**src/rtl/ecb_pkg.sv**
```systemverilog
// Shared definitions for the ECB encrypt/decrypt stream blocks: FSM state
// encoding, default block/key widths and the 16-bit block-count type.
package ecb_pkg;

  localparam int unsigned DEF_BLOCK_SIZE = 64;
  localparam int unsigned DEF_KEY_SIZE   = 64;

  typedef logic [15:0] blk_cnt_t;

  typedef enum logic [2:0] {
    IDLE    = 3'd0,
    WAIT_IN = 3'd1,
    DECRYPT = 3'd2,
    DRAIN   = 3'd3,
    DONE_ST = 3'd4
  } ecb_state_e;

  // Width of an occupancy counter that must represent 0..depth inclusive.
  function automatic int unsigned cnt_width(input int unsigned depth);
    return $clog2(depth + 1);
  endfunction

endpackage

```
**src/rtl/ecb_out_fifo.sv**
```systemverilog
// In-order output buffer for plaintext blocks. Head data reads as zero
// while empty so the output port is deterministic without resetting storage.
module ecb_out_fifo
  import ecb_pkg::*;
#(
  parameter  int unsigned WIDTH = DEF_BLOCK_SIZE,
  parameter  int unsigned DEPTH = 2,
  localparam int unsigned CNT_W = cnt_width(DEPTH),
  localparam int unsigned PTR_W = (DEPTH > 1) ? $clog2(DEPTH) : 1
) (
  input  logic             clk,
  input  logic             reset,
  input  logic             push,
  input  logic [WIDTH-1:0] push_data,
  input  logic             pop,
  output logic [WIDTH-1:0] head_data,
  output logic             full,
  output logic             empty,
  output logic [CNT_W-1:0] count
);

  logic [WIDTH-1:0] mem_q [DEPTH];
  logic [WIDTH-1:0] mem_d [DEPTH];
  logic [PTR_W-1:0] wr_q, wr_d, rd_q, rd_d;
  logic [CNT_W-1:0] cnt_q, cnt_d;
  logic             push_ok, pop_ok;

  function automatic logic [PTR_W-1:0] ptr_next(input logic [PTR_W-1:0] p);
    return (p == PTR_W'(DEPTH - 1)) ? '0 : p + 1'b1;
  endfunction

  assign full    = (cnt_q == CNT_W'(DEPTH));
  assign empty   = (cnt_q == '0);
  assign count   = cnt_q;
  assign push_ok = push && !full;
  assign pop_ok  = pop && !empty;

  // Pointer and occupancy update; push and pop together leave the count alone.
  always_comb begin
    wr_d  = push_ok ? ptr_next(wr_q) : wr_q;
    rd_d  = pop_ok  ? ptr_next(rd_q) : rd_q;
    cnt_d = cnt_q;
    case ({push_ok, pop_ok})
      2'b10:   cnt_d = cnt_q + 1'b1;
      2'b01:   cnt_d = cnt_q - 1'b1;
      default: cnt_d = cnt_q;
    endcase
  end

  // Storage write for the slot at the write pointer.
  always_comb begin
    mem_d = mem_q;
    if (push_ok) mem_d[wr_q] = push_data;
  end

  // Control register with synchronous reset.
  always_ff @(posedge clk) begin
    if (reset) begin
      wr_q  <= '0;
      rd_q  <= '0;
      cnt_q <= '0;
    end else begin
      wr_q  <= wr_d;
      rd_q  <= rd_d;
      cnt_q <= cnt_d;
    end
  end

  // Storage register.
  always_ff @(posedge clk) begin
    // NOTE: storage is not reset; the count marks which entries are meaningful.
    mem_q <= mem_d;
  end

  assign head_data = empty ? '0 : mem_q[rd_q];

endmodule

```
**src/rtl/gage_ingage_decipher.sv**
```systemverilog
// Iterative block decipher core. A start pulse loads the ciphertext; four
// rounds run on the following cycles and done pulses with the plaintext
// valid in that same cycle (start -> done latency of 5 cycles).
module gage_ingage_decipher
  import ecb_pkg::*;
#(
  parameter int unsigned BLOCK_SIZE = DEF_BLOCK_SIZE,
  parameter int unsigned KEY_SIZE   = DEF_KEY_SIZE
) (
  input  logic                  clk,
  input  logic                  reset,
  input  logic                  start,
  input  logic [KEY_SIZE-1:0]   key,
  input  logic [BLOCK_SIZE-1:0] ciphertext,
  output logic [BLOCK_SIZE-1:0] plaintext,
  output logic                  done
);

  localparam int unsigned ROT = 13;

  logic [BLOCK_SIZE-1:0] x_q, x_d;
  logic [1:0]            rnd_q, rnd_d;
  logic                  run_q, run_d;
  logic                  done_q, done_d;

  function automatic logic [BLOCK_SIZE-1:0] rotl(input logic [BLOCK_SIZE-1:0] x,
                                                 input int unsigned n);
    return (x << n) | (x >> (BLOCK_SIZE - n));
  endfunction

  // Round key r: key rotated by 8*r bits, salted with the round number.
  function automatic logic [BLOCK_SIZE-1:0] round_key(input logic [KEY_SIZE-1:0] k,
                                                      input int unsigned r);
    return rotl(BLOCK_SIZE'(k), 8 * r) ^ BLOCK_SIZE'(r + 1);
  endfunction

  // Inverse of one encryption round: subtract the key, rotate right, unmask.
  function automatic logic [BLOCK_SIZE-1:0] dec_round(input logic [BLOCK_SIZE-1:0] x,
                                                      input logic [KEY_SIZE-1:0]   k,
                                                      input int unsigned           r);
    logic [BLOCK_SIZE-1:0] rk;
    rk = round_key(k, r);
    return rotl(x - rk, BLOCK_SIZE - ROT) ^ rk;
  endfunction

  // Round sequencing: rounds are undone from the last (3) down to the first (0).
  always_comb begin
    // NOTE: every signal gets a default first so no path leaves it unassigned (no latch).
    x_d    = x_q;
    rnd_d  = rnd_q;
    run_d  = run_q;
    done_d = 1'b0;
    if (start) begin
      x_d   = ciphertext;
      rnd_d = 2'd3;
      run_d = 1'b1;
    end else if (run_q) begin
      x_d = dec_round(x_q, key, 32'(rnd_q));
      if (rnd_q == 2'd0) begin
        run_d  = 1'b0;
        done_d = 1'b1;
      end else begin
        rnd_d = rnd_q - 2'd1;
      end
    end
  end

  // Core state register with synchronous reset.
  always_ff @(posedge clk) begin
    // NOTE: clocked state uses non-blocking assignments so all flops update together.
    if (reset) begin
      x_q    <= '0;
      rnd_q  <= '0;
      run_q  <= 1'b0;
      done_q <= 1'b0;
    end else begin
      x_q    <= x_d;
      rnd_q  <= rnd_d;
      run_q  <= run_d;
      done_q <= done_d;
    end
  end

  assign plaintext = x_q;
  assign done      = done_q;

endmodule

```
**src/rtl/ecb_decrypt_stream.sv**
```systemverilog
// Streaming ECB decryptor: latches key and length on start, runs one block
// at a time through the decipher core and queues plaintext in order.
// An input is only accepted once a buffer slot is free, so the core result
// always has somewhere to go.
module ecb_decrypt_stream
  import ecb_pkg::*;
#(
  parameter int unsigned BLOCK_SIZE = DEF_BLOCK_SIZE,
  parameter int unsigned KEY_SIZE   = DEF_KEY_SIZE,
  parameter int unsigned OUT_DEPTH  = 2
) (
  input  logic                  clk,
  input  logic                  reset,
  input  logic                  start,
  input  logic [KEY_SIZE-1:0]   key,
  input  logic [15:0]           num_blocks,
  input  logic [BLOCK_SIZE-1:0] in_data,
  input  logic                  in_valid,
  output logic                  in_ready,
  output logic [BLOCK_SIZE-1:0] out_data,
  output logic                  out_valid,
  input  logic                  out_ready,
  output logic                  busy,
  output logic                  done,
  output logic [15:0]           blocks_out
);

  localparam int unsigned CNT_W = cnt_width(OUT_DEPTH);

  ecb_state_e            state_q, state_d;
  logic [KEY_SIZE-1:0]   key_q, key_d;
  blk_cnt_t              num_q, num_d;
  blk_cnt_t              in_cnt_q, in_cnt_d;
  blk_cnt_t              blocks_out_q, blocks_out_d;
  logic [BLOCK_SIZE-1:0] ct_q, ct_d;
  logic                  core_start_q, core_start_d;

  blk_cnt_t              in_cnt_inc;
  logic                  in_hs;
  logic                  core_done;
  logic [BLOCK_SIZE-1:0] core_pt;
  logic                  fifo_push, fifo_pop, fifo_full, fifo_empty;
  logic [CNT_W-1:0]      fifo_count;
  logic [BLOCK_SIZE-1:0] fifo_head;

  assign in_cnt_inc = in_cnt_q + 16'd1;
  assign in_hs      = in_valid && in_ready;
  assign fifo_pop   = out_valid && out_ready;
  assign out_valid  = !fifo_empty;
  assign out_data   = fifo_head;
  assign blocks_out = blocks_out_q;

  // FSM state register.
  always_ff @(posedge clk) begin
    if (reset) state_q <= IDLE;
    else       state_q <= state_d;
  end

  // FSM next-state logic.
  always_comb begin
    state_d = state_q;
    case (state_q)
      IDLE:    if (start) state_d = (num_blocks != 16'd0) ? WAIT_IN : DONE_ST;
      WAIT_IN: if (in_hs) state_d = DECRYPT;
      DECRYPT: if (core_done) state_d = (in_cnt_inc == num_q) ? DRAIN : WAIT_IN;
      DRAIN:   if (fifo_empty) state_d = DONE_ST;
      DONE_ST: state_d = IDLE;
      default: state_d = IDLE;
    endcase
  end

  // FSM outputs; in_ready holds back while every buffer slot is spoken for.
  always_comb begin
    in_ready  = (state_q == WAIT_IN) && (fifo_count < CNT_W'(OUT_DEPTH));
    fifo_push = (state_q == DECRYPT) && core_done;
    busy      = (state_q != IDLE);
    done      = (state_q == DONE_ST);
  end

  // Message context, captured block, core kick and delivery counter.
  always_comb begin
    key_d        = key_q;
    num_d        = num_q;
    in_cnt_d     = in_cnt_q;
    blocks_out_d = blocks_out_q;
    ct_d         = ct_q;
    core_start_d = 1'b0;
    if ((state_q == IDLE) && start) begin
      key_d        = key;
      num_d        = num_blocks;
      in_cnt_d     = '0;
      blocks_out_d = '0;
    end
    if ((state_q == WAIT_IN) && in_hs) begin
      ct_d         = in_data;
      core_start_d = 1'b1;
    end
    if (fifo_push) in_cnt_d = in_cnt_inc;
    if (fifo_pop)  blocks_out_d = blocks_out_q + 16'd1;
  end

  // Datapath register with synchronous reset.
  always_ff @(posedge clk) begin
    if (reset) begin
      key_q        <= '0;
      num_q        <= '0;
      in_cnt_q     <= '0;
      blocks_out_q <= '0;
      ct_q         <= '0;
      core_start_q <= 1'b0;
    end else begin
      key_q        <= key_d;
      num_q        <= num_d;
      in_cnt_q     <= in_cnt_d;
      blocks_out_q <= blocks_out_d;
      ct_q         <= ct_d;
      core_start_q <= core_start_d;
    end
  end

  // The slot reservation in WAIT_IN means a core result never meets a full buffer.
  always_ff @(posedge clk) begin
    if (!reset && fifo_push) assert (!fifo_full);
  end

  gage_ingage_decipher #(
    .BLOCK_SIZE (BLOCK_SIZE),
    .KEY_SIZE   (KEY_SIZE)
  ) u_core (
    .clk        (clk),
    .reset      (reset),
    .start      (core_start_q),
    .key        (key_q),
    .ciphertext (ct_q),
    .plaintext  (core_pt),
    .done       (core_done)
  );

  ecb_out_fifo #(
    .WIDTH (BLOCK_SIZE),
    .DEPTH (OUT_DEPTH)
  ) u_out_fifo (
    .clk       (clk),
    .reset     (reset),
    .push      (fifo_push),
    .push_data (core_pt),
    .pop       (fifo_pop),
    .head_data (fifo_head),
    .full      (fifo_full),
    .empty     (fifo_empty),
    .count     (fifo_count)
  );

endmodule

```
**config.mk**
```make
export PLATFORM = sky130hd
export DESIGN_NAME = ecb_decrypt_stream
export DESIGN_NICKNAME = d
export VERILOG_FILES = /design/src/rtl/ecb_pkg.sv /design/src/rtl/ecb_out_fifo.sv /design/src/rtl/gage_ingage_decipher.sv /design/src/rtl/ecb_decrypt_stream.sv
export SDC_FILE = /design/constraint.sdc
export NUM_CORES = 1
export LEC_CHECK = 0
export CAP_MARGIN = 20
export CORE_MARGIN = 3
export CORE_UTILIZATION = 50
export CTS_CLUSTER_DIAMETER = 150
export DETAILED_ROUTE_END_ITERATION = 10
export GPL_ROUTABILITY_DRIVEN = 0
export PLACE_DENSITY = 0.8
export RECOVER_POWER = 50
export SYNTH_ARGS = -nofsm -noshare
export SYNTH_HDL_FRONTEND = slang
export SYNTH_SLANG_ARGS = --single-unit
```
**constraint.sdc**
```tcl
create_clock -name clk -period 7.91 [get_ports clk]
set_input_delay 1.582 -clock clk [delete_from_list [all_inputs] [get_ports clk]]
set_output_delay 1.582 -clock clk [all_outputs]
set_load 0.02 [all_outputs]
```
Word level (Yosys, flattened, before mapping):

Cells that the tools add are included.

* register bits: 380
* input bits: 149
* output and inout port bits: 84
* word-level logic and storage cells: 105

* add/subtract/negate cells: 10
* magnitude comparators: 4
* equal/unequal tests: 13
* shifts and indexed selects: 2
* multiplexer cells: 30
* bitwise logic cells: 7
* reductions and logical operators: 23

Operators by type and width (number)
* $mux 64: 7
* $bwmux 128: 1
* $xor 64x64->64: 2
* $demux 64 s1: 1
* $or 64x51->64: 1
* $or 64x64->64: 1
* $shl 64x5->64: 1
* $shr 64x32->64: 1
* $sub 64x64->64: 1
* $mux 16: 3
* $add 16x1->16 const B: 2
* $eq 16x16->1: 1
* $reduce_bool 16->1: 1
* $mux 3: 5
* $pmux 3 s4: 1
* $logic_and 1x1->1: 9
* $mux 2: 4
* $reduce_bool 2->1: 4
* $sub 7x5->8 const A: 1
* $mux 1: 7
* $eq 3x2->1 const B: 2
* $ne 2x2->1 const B: 3
* $eq 2x2->1 const B: 2
* $ge 2x2->1 const B: 2
* other kinds (20): 26

Logic depth before layout (Yosys ltp):

* word-level depth: 9
* depth in mapped cells: 23
* depth with buffers taken out: 19

Modules after synthesis:

A second synthesis with hierarchy kept.

* cell total of the unflattened synthesis: 2554
* area total of the unflattened synthesis: 21553.2 µm²

By module, submodules not included
* gage_ingage_decipher: times used 1, cells each 1304, area each 9240.1 µm², seq. area each 1361.3 µm²
* ecb_decrypt_stream: times used 1, cells each 955, area each 7305.8 µm², seq. area each 3603.5 µm²
* ecb_out_fifo: times used 1, cells each 295, area each 5007.3 µm², seq. area each 3923.8 µm²

Least setup slack after synthesis:

Ideal clock, no wire load.

* path kind: register -> register
* from: register u_core.rnd_q[0]
* to: register u_core.x_q[49], in the netlist u_core.plaintext[49]
* library setup time: 0.136 ns
* arrival: 4.672 ns
* required time: 7.774 ns
* setup slack: 3.102 ns
* cell stages (with the launch flop): 23
* path buffers: 4
* clock period less this slack: 4.808 ns
* path through: dfxtp_1 clkbuf_1 inv_1 clkbuf_1 ha_1 clkbuf_1 clkbuf_1 mux2i_1 o21ai_0 o31ai_1 ha_1 fa_1 nand2b_1 a21oi_1 o21ai_1 a21oi_2 a211oi_4 a21oi_2 a31o_2 nand4_1 and3_1 nor3_1 o32ai_2

* longest elaborated chain between the ends: 9
* elaborated cells on any way between the ends: 11
* those cells by class: add/sub (3); shift (2); mux (2); bitwise (4)

RTL lines
* start, declared: line gage_ingage_decipher.sv:22 `logic [1:0] rnd_q, rnd_d;`
* start signal, assigned: line gage_ingage_decipher.sv:78 `rnd_q <= rnd_d;`
* $sub 7x5->8: line gage_ingage_decipher.sv:28 `return (x << n) | (x >> (BLOCK_SIZE - n));`
* $shr 64x32->64: line gage_ingage_decipher.sv:28
* $or 64x64->64: line gage_ingage_decipher.sv:28
* $xor 64x64->64 (*): line gage_ingage_decipher.sv:34 `return rotl(BLOCK_SIZE'(k), 8 * r) ^ BLOCK_SIZE'(r + 1);`
* $sub 64x64->64: line gage_ingage_decipher.sv:43 `return rotl(x - rk, BLOCK_SIZE - ROT) ^ rk;`
* $or 64x51->64: line gage_ingage_decipher.sv:28
* $xor 64x64->64 (*): line gage_ingage_decipher.sv:43
* $mux 64 (*): line gage_ingage_decipher.sv:57 `end else if (run_q) begin`
* $mux 64 (*): line gage_ingage_decipher.sv:53 `if (start) begin`
* end signal, assigned: line gage_ingage_decipher.sv:72 `x_q <= '0;`
* end signal, assigned: line gage_ingage_decipher.sv:77 `x_q <= x_d;`
* end, declared: line gage_ingage_decipher.sv:21 `logic [BLOCK_SIZE-1:0] x_q, x_d;`

Every way passes the cells marked *; elsewhere a longest branch is shown, timed or not. The select of a mux whose other input is x is not followed.
A chain may end at the register's enable or synchronous reset.

Worst setup path after layout:

* from: register u_core.rnd_q[0]
* to: register u_core.x_q[47], in the netlist u_core.plaintext[47]

Same word-level chain as after synthesis.

==> results_dict.tcl <==
set metrics [dict create \
    antenna_cells 0 \
    first_pass_grt_wire_length_um 99700 \
    synth_area_mm2 0.0210 \
    synth.most_common_cell "sky130_fd_sc_hd__nand2_1" \
    violation_count_after_the_first_detailed_route_iteration 2769 \
    synth_ff_type "sky130_fd_sc_hd__dfxtp_1" \
    period_share 0.692 \
    post-route-drc-count 0 \
    floorplan.die.width_um 211 \
    status "finished, violations left" \
    yosysSeqAreaShare 0.424 \
    dp_worst_setup_slack_ns 2.59 \
    rsz0062_at_grt "no" \
    final_period_minus_worst_setup_slack_ns 5.48 \
    maximum_number_of_pins_on_one_net_before_global_route_repair 100 \
    p_per_cell_area_mw_per_mm2 241 \
    timing.slew.headroom -1.64 \
    vias 19300 \
    ys_top_cells_by_count "sky130_fd_sc_hd__nand2_1, sky130_fd_sc_hd__a21oi_1, sky130_fd_sc_hd__dfxtp_1, sky130_fd_sc_hd__nor2_1, sky130_fd_sc_hd__edfxtp_1" \
    synth-async-reset-ratio 0 \
    worst_path_most_repeated_cell "sky130_fd_sc_hd__ha_1" \
    maxClockFrequency_ghz 0.183 \
    placed_cell_area_mm2 0.0235 \
    floorplan.initialDensity 0.510 \
    worst_slack_ns 2.43 \
    syn-instance-count 2464 \
    worst_endpoint_data_arrival_time_ns 5.88 \
    fin_tns_setup_ns 0 \
    area_added_between_synthesis_and_finish_pct 17.9 \
    drv.max_cap_violation_count 5 \
    worst-path-max-fanout 15 \
    synthDominantCellAreaShare 0.240 \
    cell_type_with_the_highest_aggregate_area_in_the_netlist "sky130_fd_sc_hd__dfxtp_1" \
    synth-warning-count 0 \
    critical-path-max-stage-delay_ns 0.53 \
    nNetsFinal 2808 \
    avgRoutedWirePerCell_um 20.6 \
    finalInstanceArea_mm2 0.0247 \
    worst_setup_path_end_kind "register" \
    avgSynthCellArea_um2 8.52 \
    multi_input_comb_area_mm2 0.0113 \
    rows 74 \
    max-vdd-ir-drop_v 0.000119 \
    cp_data_required_time_ns 8.31 \
    count_of_port_buffers_added_during_placement 232 \
    crit_chain "inv_1, ha_1, or2_2, nor2_1, a22oi_1, ha_1, a21oi_2, nand2_1, a222oi_1, a21oi_1, a211oi_4, o21a_1, o31ai_4, o221ai_2, o21ai_2, xnor2_1, o22ai_1" \
    cts_max_level 2 \
    antenna_found_initial 0 \
    post_synth_main_area_contributors "sky130_fd_sc_hd__dfxtp_1, sky130_fd_sc_hd__edfxtp_1, sky130_fd_sc_hd__a21oi_1, sky130_fd_sc_hd__nand2_1, sky130_fd_sc_hd__mux2i_1" \
    post-dp-hpwl_um 48100 \
    power.leakage_nw 9.01 \
    antenna_violating_nets_post_route 0 \
    die_area_mm2 0.0445 \
    slew_limit_fails 364 \
    violations "max-capacitance violations, max-slew violations" \
    floorplan.core_area_mm2 0.0411 \
    clk_path_buf_depth 3 \
    crit_type "reg -> reg" \
    synth-seq-cells 380 \
    clk_transition_reported_paths_ns 0.07 \
    cts.repair_timing.setup_buffer_count 0 \
    crit_path_start_kind "register" \
    io_pins 233 \
    cts_root_buf "sky130_fd_sc_hd__clkbuf_16" \
    layout.area.seq_mm2 0.00890 \
    cp_slowest_cell "sky130_fd_sc_hd__ha_1" \
    worst_skew_pair.late_latency_ns 0.55 \
    first_global_vias 18300 \
    routed_wirelength_um 64800 \
    post_route_cells_drive_above_1_share 0.0512 \
    globalRouteOverflowTotal 0 \
    yosysUniqueCellTypes 83 \
    chipHeight_um 211 \
    finalSetupViolations 0 \
    cts-buffers-inserted 38 \
    tightestPinTransition_ns 3.96 \
    viasPerCell 6.13 \
    synthesis.nets 2683 \
    cts.sinks 380 \
    hp-class "reg -> reg" \
    report.final.hold_viol_count 0 \
    detail_route.first_pass.iterations 10 \
    clock_tree_from_tritoncts "yes" \
    filler_cell_count 3510 \
    grt.total_usage 0.282 \
    cts-hold-fix-buffers 0 \
    worst_clock_skew_ns 0.0164 \
    synth-edff-count 128 \
    cts-resized-gates 0 \
]
==> layout make-up <==
type	count	area share
Multi-Input combinational cell	1879	0.458
Sequential cell	380	0.360
Clock buffer	48	0.0420
Timing Repair Buffer	249	0.0983
Tap cell	532	0.0269
Clock inverter	20	0.00885
Inverter	41	0.00622
==> kinds of logic (layout without fill, tap and decap cells) <==
logic type / after synthesis / in the layout / share of synthesized area
AND/OR/NAND/NOR: 849 / 849 / 0.171
AO/OA/AOI/OAI: 677 / 677 / 0.199
flip-flops: 380 / 380 / 0.424
buffers and inverters: 205 / 358 / 0.0380
XOR/XNOR: 152 / 152 / 0.0634
multiplexers: 131 / 131 / 0.0634
adder cells (fa/ha/maj): 70 / 70 / 0.0421
==> per-stage QoR <==
stage               hold WS, ns   util  instances  power (W)
global placement          0.444  0.572       3081    0.00404
global route              0.477  0.602       3149    0.00620
finish                    0.457  0.602       3149    0.00597
floorplan                 0.426      -       2464    0.00356
CTS                       0.458  0.602       3149    0.00591
detailed placement        0.449  0.572       3081    0.00408
==> worst max-delay path, delay by kind of cell, from the launching register on <==
kind,cells,cell delay [ns]
AND/OR/NAND/NOR,3,1.15
flip-flops,1,0.34
adder cells (fa/ha/maj),2,0.97
XOR/XNOR,1,0.15
buffers and inverters,1,0.32
AO/OA/AOI/OAI,10,2.38
==> report_power, final <==
group / internal, W / switching (W) / total [W]
combinational: 0.000753 / 0.00117 / 0.00192
sequential: 0.00211 / 0.000114 / 0.00222
clock: 0.00107 / 0.000756 / 0.00183
total: 0.00393 / 0.00204 / 0.00597
==> final timing paths <==
kind                         from              endpoint  slack, ns  depth (start not counted)
setup / recovery  u_core.rnd_q[0]  u_core.plaintext[47]       2.43                         17
hold / removal            ct_q[9]               ct_q[9]       0.46                          2
setup reg to reg  u_core.rnd_q[0]  u_core.plaintext[47]       2.43                         17
hold reg to reg           ct_q[9]               ct_q[9]       0.46                          2
==> cells in the final DEF, fill, tap and decap left out, types with 14 or more instances in the layout <==
master,n
sky130_fd_sc_hd__nand4_1,28
sky130_fd_sc_hd__clkdlybuf4s50_1,228
sky130_fd_sc_hd__mux2_2,15
sky130_fd_sc_hd__a22oi_1,15
sky130_fd_sc_hd__a21oi_1,346
sky130_fd_sc_hd__nand2_1,436
sky130_fd_sc_hd__a31oi_1,18
sky130_fd_sc_hd__nand2b_1,14
sky130_fd_sc_hd__nor3_1,19
sky130_fd_sc_hd__mux2i_1,116
sky130_fd_sc_hd__edfxtp_1,128
sky130_fd_sc_hd__nor2_1,236
sky130_fd_sc_hd__xnor2_1,127
sky130_fd_sc_hd__nand3_1,31
sky130_fd_sc_hd__o22ai_1,21
sky130_fd_sc_hd__xor2_1,25
sky130_fd_sc_hd__a21o_1,47
sky130_fd_sc_hd__ha_1,69
sky130_fd_sc_hd__o21ai_0,70
sky130_fd_sc_hd__clkbuf_16,39
sky130_fd_sc_hd__and3_1,24
sky130_fd_sc_hd__dfxtp_1,247
sky130_fd_sc_hd__inv_1,39
sky130_fd_sc_hd__a211oi_1,35
==> routing by layer <==
metal,GRT usage,part of all wire
met5,0,0
met4,0.115,0.051
met3,0.0780,0.11
met2,0.442,0.44
met1,0.371,0.40
==> registers in the layout (all words and copies together), names as in the netlist <==
| register | count |
|---|---|
| u_out_fifo.mem_q | 128 |
| ct_q | 64 |
| key_q | 64 |
| u_core.plaintext | 64 |
| blocks_out | 16 |
| in_cnt_q | 16 |
| num_q | 16 |
| state_q | 3 |
| u_core.rnd_q | 2 |
| u_out_fifo.count | 2 |
| core_start_q | 1 |
| u_core.done | 1 |
| u_core.run_q | 1 |
| u_out_fifo.rd_q | 1 |
| u_out_fifo.wr_q | 1 |
No activity file was read; power rests on OpenSTA's default activity.
